`src/rtl/rr_mux_arbiter.sv`:
```
// Round-robin arbiter that owns the select of a shared N:1 bit mux and forwards the owner's data bit.
// Latency: a request present at an edge is granted at that edge (grant/select/valid registered); answer is combinational.
// Backpressure: an owner keeps the mux while it holds req; after MAX_HOLD cycles it is pre-empted if others wait.
//
// Ports:
//   clk, reset          rising-edge clock, synchronous active-high reset
//   req[N]              request vector, bit i = requester i wants the mux
//   inputs[N]           mux data bits, one per requester
//   grant[N]            one-hot grant (0 when idle), registered
//   grant_valid         1 while a grant is active, registered
//   selectbits[SELW]    index of the current owner, registered (mux select)
//   answer              inputs[selectbits] while grant_valid, else 0
//   lock                only with ARB_LOCK_EN defined: suppresses pre-emption and freezes hold_cnt
//
// Build option: define ARB_LOCK_EN to add the lock input.
module rr_mux_arbiter #(
  parameter int N        = 4,
  parameter int SELW     = 2,
  parameter int MAX_HOLD = 4
) (
  input  logic            clk,
  input  logic            reset,
  input  logic [N-1:0]    req,
  input  logic [N-1:0]    inputs,
`ifdef ARB_LOCK_EN
  input  logic            lock,
`endif
  output logic [N-1:0]    grant,
  output logic            grant_valid,
  output logic [SELW-1:0] selectbits,
  output logic            answer
);

  localparam int HW = $clog2(MAX_HOLD) + 1;
  localparam logic [HW-1:0] HOLD_LAST = HW'(MAX_HOLD - 1);

  typedef enum logic {IDLE, GRANT} state_t;

  state_t          state, state_nxt;
  logic [SELW-1:0] ptr, ptr_nxt;
  logic [SELW-1:0] sel_nxt;
  logic [N-1:0]    grant_nxt;
  logic            valid_nxt;
  logic [HW-1:0]   hold_cnt, hold_nxt;
  logic            new_grant;
  logic [N-1:0]    cand;
  logic [SELW-1:0] win;
  logic            owner_req;
  logic [N-1:0]    others;
  logic            lock_act;

`ifdef ARB_LOCK_EN
  assign lock_act = lock;
`else
  assign lock_act = 1'b0;
`endif

  // First set bit of cand searching start, start+1, ... with wrap modulo N.
  // Iterating from the far end lets the nearest hit overwrite the result.
  function automatic logic [SELW-1:0] pick(input logic [N-1:0] c, input logic [SELW-1:0] start);
    logic [SELW-1:0] idx;
    logic [SELW-1:0] res;
    res = start;
    for (int i = N - 1; i >= 0; i--) begin
      idx = start + SELW'(i);
      if (c[idx]) res = idx;
    end
    return res;
  endfunction

  assign owner_req = req[selectbits];
  assign others    = req & ~grant;
  assign answer    = grant_valid & inputs[selectbits];

  always_comb begin
    state_nxt = state;
    ptr_nxt   = ptr;
    sel_nxt   = selectbits;
    grant_nxt = grant;
    valid_nxt = grant_valid;
    hold_nxt  = hold_cnt;
    new_grant = 1'b0;
    cand      = req;
    win       = '0;

    case (state)
      IDLE: begin
        if (|req) new_grant = 1'b1;
      end
      GRANT: begin
        if (!owner_req) begin
          // Release takes precedence over a coincident pre-emption.
          if (|req) begin
            new_grant = 1'b1;
          end else begin
            state_nxt = IDLE;
            grant_nxt = '0;
            valid_nxt = 1'b0;
            sel_nxt   = '0;
          end
        end else if (!lock_act && hold_cnt == HOLD_LAST && |others) begin
          new_grant = 1'b1;
          cand      = others;
        end else if (!lock_act && hold_cnt != HOLD_LAST) begin
          hold_nxt = hold_cnt + 1'b1;
        end
      end
    endcase

    if (new_grant) begin
      win            = pick(cand, ptr);
      state_nxt      = GRANT;
      sel_nxt        = win;
      grant_nxt      = '0;
      grant_nxt[win] = 1'b1;
      valid_nxt      = 1'b1;
      ptr_nxt        = win + 1'b1;
      hold_nxt       = '0;
    end
  end

  always_ff @(posedge clk) begin
    if (reset) begin
      state       <= IDLE;
      ptr         <= '0;
      hold_cnt    <= '0;
      grant       <= '0;
      grant_valid <= 1'b0;
      selectbits  <= '0;
    end else begin
      state       <= state_nxt;
      ptr         <= ptr_nxt;
      hold_cnt    <= hold_nxt;
      grant       <= grant_nxt;
      grant_valid <= valid_nxt;
      selectbits  <= sel_nxt;
    end
  end

endmodule

```
`config.mk`:
```
export PLATFORM = sky130hd
export DESIGN_NAME = rr_mux_arbiter
export DESIGN_NICKNAME = d
export VERILOG_FILES = /design/src/rtl/rr_mux_arbiter.sv
export SDC_FILE = /design/constraint.sdc
export NUM_CORES = 1
export LEC_CHECK = 0
export BUFFER_PORTS_ARGS = -buffer_cell sky130_fd_sc_hd__buf_2
export CAP_MARGIN = 20
export CORE_AREA = 4 4 46 48
export CTS_CLUSTER_SIZE = 30
export DETAILED_ROUTE_END_ITERATION = 8
export DIE_AREA = 0 0 50 52
export GPL_ROUTABILITY_DRIVEN = 0
export GPL_TIMING_DRIVEN = 1
export PLACE_DENSITY = 0.72
export SLEW_MARGIN = 40
export SYNTH_ARGS = -nofsm -noshare
export SYNTH_HDL_FRONTEND = slang
export SYNTH_SLANG_ARGS = --single-unit
```
`constraint.sdc`:
```
create_clock -name clk -period 3 [get_ports clk]
set_input_delay 0.15 -clock clk [delete_from_list [all_inputs] [get_ports clk]]
set_output_delay 0.15 -clock clk [all_outputs]
set_load 0.005 [all_outputs]
```
Word level (Yosys, flattened, before mapping):

Cells that the tools add are included.

* flip-flop bits (word level): 13
* logic and storage cells: 76
* input port bits: 10
* output and inout bits: 8

* bitwise gates (word level): 5
* muxes and demuxes: 41
* eq/ne operators: 4
* add/sub/neg operators: 5
* magnitude comparators: 7
* reductions and logical operators: 8

Operators with widths (count)
* 4-bit two-way mux: 7
* 2-bit by 3-bit less-than comparator with 1-bit output, second input constant: 6
* 2-bit two-way mux: 9
* 1-bit two-way mux: 17
* 1-bit binary-select mux with 2-bit select: 6
* 4-bit OR reduction: 2
* 2-bit by 1-bit adder with 2-bit output, second input constant: 2
* 2-bit adder, second input constant: 2
* 4-bit AND: 1
* 2-bit inequality test, second input constant: 2
* 4-bit NOT: 1
* 4-bit AND reduction: 1
* 3-bit by 1-bit adder with 3-bit output, second input constant: 1
* 3-bit by 2-bit == test with 1-bit output, second input constant: 1
* 3-bit by 2-bit inequality test with 1-bit output, second input constant: 1
* 3-bit AND reduction: 1
* 1-bit demux with 2-bit select: 1
* 2-bit by 1-bit >= comparator with 1-bit output, second input constant: 1
* 1-bit logical AND: 2
* 1-bit NOT: 2
* 1-bit one-hot mux with 2 select lines: 1
* 2-bit nonzero test: 1
* 2-bit OR reduction: 1
* 1-bit AND: 1

Depth between registers and ports, before layout:

Gate-level depths: netlist (run 1).

* depth after elaboration: 19
* mapped depth: 10
* gate-level depth less buffers: 10

Least setup slack after synthesis (run 1):

OpenSTA, ideal clock, no wires.

* path type: register to register
* start point: register hold_cnt[0]
* end point: register grant[0]
* path buffers: 0
* path slack: 0.810 ns
* setup time: 0.115 ns
* cell stages (with the launch flop): 11
* clock period less this slack: 2.190 ns
* data required time: 2.885 ns
* arrival time: 2.075 ns
* cells stage by stage: dfxtp_1 > ha_1 > ha_1 > nand3_1 > o22a_4 > o21ai_4 > or2_2 > o21ai_2 > a221oi_4 > nor4_2 > o21ba_2

* cells in the longest elaborated chain, start to end: 17
* elaborated cells between the ends (all ways): 31
* those cells by class: order compare: 2; eq/ne: 3; mux: 22; reduce/logical: 4

Ends and longest elaborated chain
* from (decl): RTL line 44 `logic [HW-1:0] hold_cnt, hold_nxt;`
* from (signal assigned): RTL line 133 `hold_cnt <= hold_nxt;`
* 3-bit by 2-bit == test with 1-bit output *: RTL line 101 `end else if (!lock_act && hold_cnt == HOLD_LAST && |others) begin`
* 1-bit logical AND *: RTL line 101
* 4-bit two-way mux: RTL line 101
* 4-bit two-way mux: RTL line 91 `if (!owner_req) begin`
* 4-bit two-way mux: RTL line 86 `case (state)`
* 1-bit binary-select mux with 2-bit select: RTL line 66 `if (c[idx]) res = idx;`
* 1-bit two-way mux (not written as such): RTL line 66
* 2-bit two-way mux (4 in a row): RTL line 66
* 2-bit two-way mux: RTL line 110 `if (new_grant) begin`
* 2-bit by 3-bit less-than comparator with 1-bit output (not written as such) / 2-bit by 1-bit >= comparator with 1-bit output (equally long branches): RTL line 115 `grant_nxt[win] = 1'b1;`
* 1-bit logical AND (not written as such): RTL line 115
* 1-bit two-way mux (not written as such): RTL line 115
* 1-bit demux with 2-bit select: RTL line 115
* 4-bit two-way mux: RTL line 110
* to (signal assigned): RTL line 134 `grant <= grant_nxt;`
* to (decl): RTL line 28 `output logic [N-1:0] grant,`

Mark *: on every way between the ends. The rest lies on a longest branch, timed or not. The select of a mux whose other input is x is not followed.
A chain may end at the register's enable or synchronous reset.

Final worst setup path (run 1):

* start point: register hold_cnt[0]
* end point: register ptr[1]

* cells in the longest elaborated chain, start to end: 13
* elaborated cells between the ends (all ways): 22
* those cells by class: add/sub: 1; eq/ne: 1; mux: 19; reduce/logical: 1

Ends and longest elaborated chain
* 3-bit by 2-bit == test with 1-bit output *: RTL line 101
* 1-bit logical AND *: RTL line 101
* 4-bit two-way mux: RTL line 101
* 4-bit two-way mux: RTL line 91
* 4-bit two-way mux: RTL line 86
* 1-bit binary-select mux with 2-bit select: RTL line 66
* 1-bit two-way mux (not written as such): RTL line 66
* 2-bit two-way mux (4 in a row): RTL line 66
* 2-bit two-way mux: RTL line 110
* 2-bit by 1-bit adder with 2-bit output: RTL line 117 `ptr_nxt = win + 1'b1;`
* to (signal assigned): RTL line 132 `ptr <= ptr_nxt;`
* to (decl): RTL line 40 `logic [SELW-1:0] ptr, ptr_nxt;`

Marks and branches as above.

==> run_results.csv, run 1 <==
group,metric,value,unit
global_route,antenna_found_initial,0,
clock_tree,hold_buffers,0,
sta,fmax,407,MHz
sta,timing.final.ws_setup,543,ps
outcome,status,"complete, no violations",
synthesis,synth_fp_nets,103,
hold_path,hp-start,"reset",
setup_path,required,3200,ps
routing,drtAntennaViolNets,0,
clock_tree,cts-root-buf,"clkbuf_4",
cells_and_area,n_fill_cell,165,
global_route,grt_start_max_net_pins,12,
synthesis,synth_cell_type_count,40,
hold_path,hold_class,"input port to flip-flop",
cells_and_area,area_growth_syn_to_layout,15.0,%
sta,maxSlewHeadroom,48.1,%
routing,drt_iter0_markers,9,
synthesis,synth_edf_count,0,
clock_tree,insertion_delay,290,ps
setup_path,reg2reg_from,"hold_cnt[0]$_SDFFE_PP0P_",
cells_and_area,diodes,0,
sta,period_share,81.9,%
setup_path,worst-path-max-fanout,7,
synthesis,synthArstFlopShare,0,%
cells_and_area,nets,122,
setup_path,cp.arrival,2650,ps
clock_tree,cts_resized,0,
clock_tree,cts-htree-levels,1,
cells_and_area,final_cell_mix,"buf_2 (17), nor2_1 (14), dfxtp_1 (13)",
floorplanning,die_width,50,µm
sta,finalSetupViolations,0,
synthesis,netlist_area,850,µm²
routing,drcViolationCount,0,
sta,slew_violations,0,
synthesis,ys_ff_latch,13,
setup_path,start_kind,"flip-flop",
cells_and_area,fin_util,57.2,%
synthesis,ys_seq_area_share,30.6,%
place,hpwl,1420,µm
pwr,p_leak,0.000397,µW
cells_and_area,drive_gt1_share,32.1,%
setup_path,r2r_setup_slack,540,ps
place,io_buffers,17,
floorplanning,fp-row-count,15,
floorplanning,initial_core_util,49.7,%
sta,rsz0062_at_grt,"false",
floorplanning,die_area,0.00260,mm²
clock_tree,numCtsBuffers,3,
clock_tree,cts.sinks,13,
floorplanning,io-pin-count,18,
pwr,p_per_area,487,mW/mm²
clock_tree,cts_buffer_depth,2,
routing,via_per_inst,5.64,
floorplanning,fp.coreArea,0.00171,mm²
synthesis,netlist_instances,91,
global_route,grt_overflow,0,
pwr,ir_worst_vdd,0.338,mV
global_route,grt_pass1_wl,3340,µm
sta,hold_viol_final,0,
sta,setup_tns,0,ps
synthesis,synth_flop_cell,"dfxtp_1",
setup_path,crit_start,"hold_cnt[0]$_SDFFE_PP0P_",
setup_path,critPathCaptureType,"flip-flop",
sta,worst_pin_slew,772,ps
clock_tree,post-cts-setup-buffers,0,
routing,vias,756,
cells_and_area,final_common_cell,"buf_2",
sta,final.setup_skew,9.44,ps
place,place_ws,595,ps
routing,drt_first_pass_iters,4,
clock_tree,cts_tree,"yes",
clock_tree,clk_pin_slew_worst_paths,90,ps
cells_and_area,stdcell_count,134,
synthesis,ys.warnings.count,0,
floorplanning,dieHeight,52,µm
run,maxCapViolCount,0,
synthesis,avgSynthCellArea,9.34,µm²
sta,min_period,2460,ps
setup_path,crit_type,"flip-flop to flip-flop",
place,dp.cells,130,
routing,wl,1850,µm
global_route,grt_pass1_vias,699,
routing,routedWlPerCell,13.8,µm
global_route,grt_use_total,16.9,%
per-layer routing:
layer / track usage, % / wire length, µm / up-vias
met1: 21.6 / 922 / 359
met4: 9.68 / 45 / 0
li1: - / - / 378
met2: 26.1 / 802 / 14
met3: 3.72 / 82 / 5
met5: 0 / 0 / -
flip-flops by register name, summed over array words and instances (netlist names):
register / cells
selectbits: 2
grant_valid: 1
hold_cnt: 3
state: 1
grant: 4
ptr: 2
logic make-up after synthesis:
family / after synthesis / share of synthesized area (%)
XOR/XNOR: 1 / 1.03
AO/OA/AOI/OAI: 27 / 29.2
multiplexers: 5 / 7.81
flip-flops: 13 / 30.6
AND/OR/NAND/NOR: 37 / 25.2
buffers and inverters: 6 / 3.24
adder cells (fa/ha/maj): 2 / 2.95
per-stage QoR:
| stage | hold WS, ps | cell area, µm² | total power [µW] |
|---|---|---|---|
| after floorplan | 312 | 850 | 327 |
| after global placement | 465 | 950 | 363 |
| after detailed placement | 467 | 950 | 367 |
| after CTS | 172 | 977 | 480 |
| after global routing | 185 | 977 | 510 |
| final | 178 | 977 | 476 |
synthesized netlist by cell type (all sizes together) (3+ instances only):
library cell,n,share of area [%]
inv,3,1.3
nor2,14,6.2
a21oi,5,2.9
o21ai,5,5.6
o31ai,4,3.5
or2,3,2.2
and2b,3,2.7
dfxtp,13,31
nor4,3,3.7
nand3b,3,2.7
nand2,4,1.8
mux2i,4,4.7
path summary, 6_finish.rpt:
path | endpoint | depth (start not counted)
worst max-delay path | ptr[1]$_SDFFE_PP0N_ | 10
worst min-delay path | grant_valid$_SDFFE_PP0P_ | 2
worst max register to register | ptr[1]$_SDFFE_PP0N_ | 10
worst min register to register | grant[2]$_SDFFE_PP0P_ | 2
power breakdown:
| part | total, µW | internal, µW | switching [µW] | leakage [µW] |
|---|---|---|---|---|
| logic | 149 | 69.9 | 79.4 | 0.000272 |
| registers | 216 | 191 | 25.1 | 0.000107 |
| clock network | 111 | 49.6 | 61.6 | 0.0000177 |
| total | 476 | 310 | 166 | 0.000397 |
worst max-delay path: stages (launching register included):
cell and delay (ps):
dfxtp_1 360, ha_1 150, ha_1 190, nand3_1 110
o22a_4 270, o21ai_2 260, nand2_1 80, o2bb2ai_1 170
a221oi_4 400, nor4_2 100, nor4_2 270
layout make-up:
type                            count  area (µm²)  share of cell area (%)
Tap cell                           25        31.3                    3.20
Clock buffer                        3        22.5                    2.30
Clock inverter                      1        5.00                   0.512
Sequential cell                    13         260                    26.6
Multi-Input combinational cell     72         562                    57.5
Timing Repair Buffer               17        85.1                    8.71
Inverter                            3        11.3                    1.15
Note: power is estimated with default switching activity, not from simulation.
==> run 2, diff against run 1 <==
==> constraint.sdc (replaced) <==
create_clock -name clk -period 2.33 [get_ports clk]
set_input_delay 0.1165 -clock clk [delete_from_list [all_inputs] [get_ports clk]]
set_output_delay 0.1165 -clock clk [all_outputs]
set_load 0.005 [all_outputs]
==> run 2 against run 1 <==
Core utilization grew 11 points. Final cell count up 11%. First-iteration DRC count is 67% higher. Critical path type unchanged. Die area did not move. Setup slack got worse by 500 ps. Critical path depth up 1. Non-clock buffer count is 15 higher. Via count up 9.9%. Sequential share of layout area is 4.1 points lower. Hold slack worse by 14 ps.
==> run_results.csv, run 2 (same netlist as run 1, synthesis figures left out) <==
group,metric,value,unit
sta,worst_pin_slew,475,ps
hold_path,hold_path_depth,2,
pwr,swShare,33.4,%
floorplanning,dieHeight,52,µm
sta,maxSlewHeadroom,68.2,%
cells_and_area,nets,137,
pwr,p_clk_share,19.9,%
setup_path,crit_type,"flip-flop to flip-flop",
cells_and_area,top_regs,"grant x4, hold_cnt x3",
routing,via_per_inst,5.58,
clock_tree,clk_pin_slew_worst_paths,80,ps
routing,drcViolationCount,0,
routing,routedWlPerCell,14.1,µm
setup_path,required,2530,ps
place,io_buffers,17,
setup_path,path_common_cell,"ha_4",
routing,drt_iter0_markers,15,
sta,slew_violations,0,
pwr,p_per_area,571,mW/mm²
cells_and_area,fin_area,0.00116,mm²
sta,finalSetupViolations,0,
clock_tree,hold_buffers,0,
run,maxCapViolCount,0,
routing,drtAntennaViolNets,0,
setup_path,ff2ff_path_depth,11,
floorplanning,die_width,50,µm
setup_path,start_kind,"flip-flop",
setup_path,crit_slowest_cell,"a221oi_4",
cells_and_area,multi_input_area,636,µm²
global_route,grt_pass1_wl,3380,µm
cells_and_area,seq_area,263,µm²
cells_and_area,largest_reg_flops,4,
global_route,antenna_found_initial,0,
floorplanning,initial_core_util,49.7,%
setup_path,reg2reg_from,"hold_cnt[0]$_SDFFE_PP0P_",
cells_and_area,final_cell_mix,"buf_2 (17), buf_4 (15), nor2_1 (14)",
pwr,switching_power,222,µW
sta,timing.hold.ws,164,ps
place,hpwl,1510,µm
clock_tree,cts-htree-levels,1,
setup_path,r2r_setup_slack,50,ps
floorplanning,die_area,0.00260,mm²
clock_tree,cts-root-buf,"clkbuf_4",
setup_path,worst-path-max-fanout,5,
pwr,cell_internal_pwr,443,µW
routing,wl_met3,77,µm
sta,period_share,98.0,%
sta,timing.final.ws_setup,46.7,ps
floorplanning,fp.coreArea,0.00171,mm²
setup_path,crit_chain,"ha_4 -> ha_4 -> nand3_2 -> o22a_4 -> o21ai_4 -> or2_4 -> o21ai_2 -> a221oi_4 -> buf_4 -> a32oi_1 -> nor2_1",
clock_tree,cts_buffer_depth,2,
routing,wl,2100,µm
cells_and_area,drive_gt1_share,47.6,%
routing,vias,831,
global_route,grt_pass1_vias,772,
place,place_ws,1.60,ps
pwr,seq_power_share,41.9,%
setup_path,regToRegEndpoint,"grant[3]$_SDFFE_PP0P_",
sta,final.setup_skew,2.13,ps
setup_path,cp.arrival,2480,ps
setup_path,critPathCaptureType,"flip-flop",
clock_tree,cts.sinks,13,
pwr,power,665,µW
sta,fmax,438,MHz
setup_path,max_stage_delay,380,ps
pwr,p_leak,0.000473,µW
global_route,grt_use_total,16.7,%
cells_and_area,n_fill_cell,138,
hold_path,hold_class,"input port to flip-flop",
cells_and_area,largest-register,"grant",
clock_tree,cts_tree,"yes",
global_route,grt_overflow,0,
hold_path,hp-start,"reset",
floorplanning,io-pin-count,18,
routing,met2WireLength,1060,µm
clock_tree,numCtsBuffers,3,
global_route,grt_start_max_net_pins,12,
pwr,ir_worst_vdd,0.387,mV
sta,setup_tns,0,ps
hold_path,holdPathEnd,"state$_SDFF_PP0_",
cells_and_area,final_common_cell,"buf_2",
outcome,status,"complete, no violations",
routing,top_layer,"met4",
sta,hold_viol_final,0,
pwr,comb_power_share,38.2,%
cells_and_area,area_growth_syn_to_layout,37.1,%
routing,drt_first_pass_iters,4,
sta,min_period,2280,ps
clock_tree,insertion_delay,260,ps
sta,rsz0062_at_grt,"true",
place,place_area,0.00105,mm²
routing,wl_met1,952,µm
cells_and_area,diodes,0,
floorplanning,fp-row-count,15,
## run 2: cell types whose count changed in the layout (fill, tap and decap cells not counted), sizes merged
cell / previous run / this run
clkinv: 1 / 0
buf: 17 / 32
clkbuf: 3 / 4
## run 2: critical path, delay by kind of cell, from the launching register on
kind | cells | cell delay (ps)
fa+ha+maj | 2 | 270
flops | 1 | 360
buf+inv | 1 | 180
compound gates | 5 | 1040
simple gates | 3 | 360
## run 2: per-layer routing
| metal | GRT usage, % | vias up |
|---|---|---|
| li1 | - | 411 |
| met1 | 20.9 | 401 |
| met2 | 28.9 | 17 |
| met3 | 3.44 | 2 |
| met4 | 4.15 | 0 |
| met5 | 0 | - |
## run 2: repair_timing
item,CTS,global route
endpoints found under the setup margin,3,7
gates resized for setup,3,12
hold endpoints to repair,0,0
pin swaps,1,7
setup buffers,1,1
## run 2: through the flow
step                      std cells  util [%]
after global placement          143      61.3
after CTS                       148      64.3
after detailed placement        143      61.3
final                           149      68.2
after floorplan                  91         -
after global routing            149      68.2
## run 2: power by group through the flow
| stage | sequential [µW] | combinational, µW | clock, µW |
|---|---|---|---|
| after floorplan | 276 | 145 | 0 |
| after global placement | 279 | 226 | 0 |
| after detailed placement | 280 | 230 | 0 |
| after CTS | 275 | 240 | 137 |
| after global routing | 283 | 274 | 155 |
| final | 279 | 254 | 133 |
## run 2: cell type report
type / instances / area share, %
multi-input combinational: 72 / 54.6
timing repair buffer: 32 / 17.0
sequential: 13 / 22.6
clock buffer: 4 / 2.26
inverter: 3 / 0.967
tap: 25 / 2.69
## run 2: worst max path at each step
stage                                   startpoint               endpoint  slack [ps]  cells past startpoint
after floorplan           hold_cnt[0]$_SDFFE_PP0P_  grant[0]$_SDFFE_PP0P_         140                     10
after global placement    hold_cnt[1]$_SDFFE_PP0P_  grant[0]$_SDFFE_PP0P_          80                     10
after detailed placement  hold_cnt[0]$_SDFFE_PP0P_  grant[2]$_SDFFE_PP0P_           2                     11
after CTS                 hold_cnt[0]$_SDFFE_PP0P_  grant[0]$_SDFFE_PP0P_          10                     10
after global routing      hold_cnt[0]$_SDFFE_PP0P_  grant[3]$_SDFFE_PP0P_        -100                     11
final                     hold_cnt[0]$_SDFFE_PP0P_  grant[3]$_SDFFE_PP0P_          50                     11
==> run 3, diff against run 2 <==
--- a/config.mk
+++ b/config.mk
@@ -13,7 +13,7 @@
 export DIE_AREA = 0 0 50 52
 export GPL_ROUTABILITY_DRIVEN = 0
 export GPL_TIMING_DRIVEN = 1
-export PLACE_DENSITY = 0.72
+export PLACE_DENSITY = 0.84
 export SLEW_MARGIN = 40
 export SYNTH_ARGS = -nofsm -noshare
 export SYNTH_HDL_FRONTEND = slang
==> run 3 against run 2 <==
Die area is the same. Core utilization shrank 1.2 points. Clock power is essentially flat. Final cell count shrank 0.67%. Routed wire length shrank 3.2%. Largest cell class unchanged.
==> run_results.csv, run 3 (same netlist as run 1, synthesis figures left out) <==
group,metric,value,unit
global_route,grt_pass1_vias,773,
clock_tree,clk_pin_slew_worst_paths,70,ps
clock_tree,hold_buffers,0,
cells_and_area,diodes,0,
setup_path,start_kind,"flip-flop",
setup_path,cp.arrival,2440,ps
sta,worst_pin_slew,404,ps
floorplanning,die_width,50,µm
sta,fmax,441,MHz
routing,drtAntennaViolNets,0,
floorplanning,die_area,0.00260,mm²
cells_and_area,nets,136,
sta,rsz0062_at_grt,"true",
clock_tree,cts_buffer_depth,2,
cells_and_area,n_fill_cell,142,
pwr,power,647,µW
setup_path,worst-path-max-fanout,7,
setup_path,reg2reg_from,"hold_cnt[1]$_SDFFE_PP0P_",
setup_path,r2r_setup_slack,60,ps
hold_path,holdPathEnd,"grant[2]$_SDFFE_PP0P_",
setup_path,crit_type,"flip-flop to flip-flop",
sta,hold_viol_final,0,
setup_path,critPathCaptureType,"flip-flop",
floorplanning,fp.coreArea,0.00171,mm²
floorplanning,fp-row-count,15,
clock_tree,numCtsBuffers,3,
cells_and_area,fin_area,0.00114,mm²
sta,final.setup_skew,2.02,ps
sta,min_period,2270,ps
sta,slew_violations,0,
clock_tree,cts-htree-levels,1,
cells_and_area,final_common_cell,"buf_2",
cells_and_area,final_cell_mix,"buf_2 (17), nor2_1 (14), buf_4 (14)",
routing,via_per_inst,5.37,
routing,routedWlPerCell,13.7,µm
setup_path,ff2ff_path_depth,10,
sta,finalSetupViolations,0,
setup_path,crit_start,"hold_cnt[1]$_SDFFE_PP0P_",
sta,setup_tns,0,ps
clock_tree,cts-root-buf,"clkbuf_4",
cells_and_area,largest_reg_flops,4,
global_route,grt_overflow,0,
cells_and_area,fin_util,67.0,%
cells_and_area,area_growth_syn_to_layout,34.8,%
cells_and_area,top_regs,"grant x4, hold_cnt x3",
place,hpwl,1540,µm
routing,drt_first_pass_iters,4,
global_route,antenna_found_initial,0,
outcome,status,"complete, no violations",
pwr,p_per_area,565,mW/mm²
routing,drt_iter0_markers,10,
run,maxCapViolCount,0,
pwr,ir_worst_vdd,0.409,mV
setup_path,regToRegEndpoint,"grant[0]$_SDFFE_PP0P_",
clock_tree,insertion_delay,270,ps
pwr,p_leak,0.000469,µW
setup_path,required,2500,ps
hold_path,hp-start,"reset",
global_route,grt_pass1_wl,3310,µm
place,place_area,0.00102,mm²
clock_tree,cts.sinks,13,
sta,period_share,97.3,%
hold_path,hold_class,"input port to flip-flop",
global_route,grt_start_max_net_pins,12,
global_route,grt_use_total,16.5,%
cells_and_area,drive_gt1_share,45.5,%
sta,maxSlewHeadroom,72.8,%
hold_path,hold_path_depth,2,
routing,wl,2030,µm
floorplanning,io-pin-count,18,
clock_tree,cts_tree,"yes",
routing,vias,795,
place,io_buffers,17,
floorplanning,dieHeight,52,µm
cells_and_area,largest-register,"grant",
floorplanning,initial_core_util,49.7,%
routing,drcViolationCount,0,
## run 3: cell types whose count changed in the layout (fill, tap and decap cells not counted)
cell	previous run	this run
a31oi_1	1	0
or2_2	1	2
o31ai_1	2	4
o31ai_2	2	0
a31oi_2	0	1
buf_4	15	14
or2_4	1	0
a2bb2oi_2	1	0
a2bb2oi_1	0	1
## run 3: worst max path at each step
stage | endpoint | slack, ps
after floorplan | grant[0]$_SDFFE_PP0P_ | 140
after CTS | grant[0]$_SDFFE_PP0P_ | 3
after global placement | grant[0]$_SDFFE_PP0P_ | 110
after global routing | ptr[1]$_SDFFE_PP0N_ | -100
final | grant[0]$_SDFFE_PP0P_ | 60
after detailed placement | grant[0]$_SDFFE_PP0P_ | -30
## run 3: timing repair
action / CTS / global route
setup buffers: 1 / 4
pin swaps: 3 / 10
gates resized for setup: 2 / 10
endpoints found under the setup margin: 2 / 8
## run 3: power breakdown
part	total (µW)	internal [µW]	switching (µW)
logic	235	119	115
registers	277	246	31.4
clock network	135	66.4	68.7
## run 3: per-layer routing
layer / track usage (%) / wire, µm / up-vias
li1: - / - / 402
met1: 20.0 / 897 / 365
met2: 28.7 / 988 / 23
met3: 3.15 / 120 / 5
met4: 5.99 / 25 / 0
met5: 0 / 0 / -
## run 3: final cells by class
cell class	instances	area, µm²	area share [%]
Tap cell	25	31.3	2.73
Multi-Input combinational cell	72	623	54.4
Clock buffer	4	26.3	2.30
Sequential cell	13	263	23.0
Inverter	3	11.3	0.984
Timing Repair Buffer	31	190	16.6
## run 3: worst max-delay path, cell delays in order (launching register included)
cell and delay [ps]:
dfxtp_2 360, ha_4 140, ha_4 130, nand3_2 70
o22a_4 300, o21ai_4 220, nand2_1 100, o2bb2ai_2 140
a221oi_4 370, nor4_2 120, o21ba_2 210
## run 3: metrics by stage
stage / std cells / worst slack (ps) / hold WS, ps
after global routing: 148 / -96.3 / 154
after global placement: 139 / 106 / 427
after CTS: 144 / 3.30 / 142
final: 148 / 62.8 / 141
after floorplan: 91 / 140 / 279
after detailed placement: 139 / -32.6 / 430
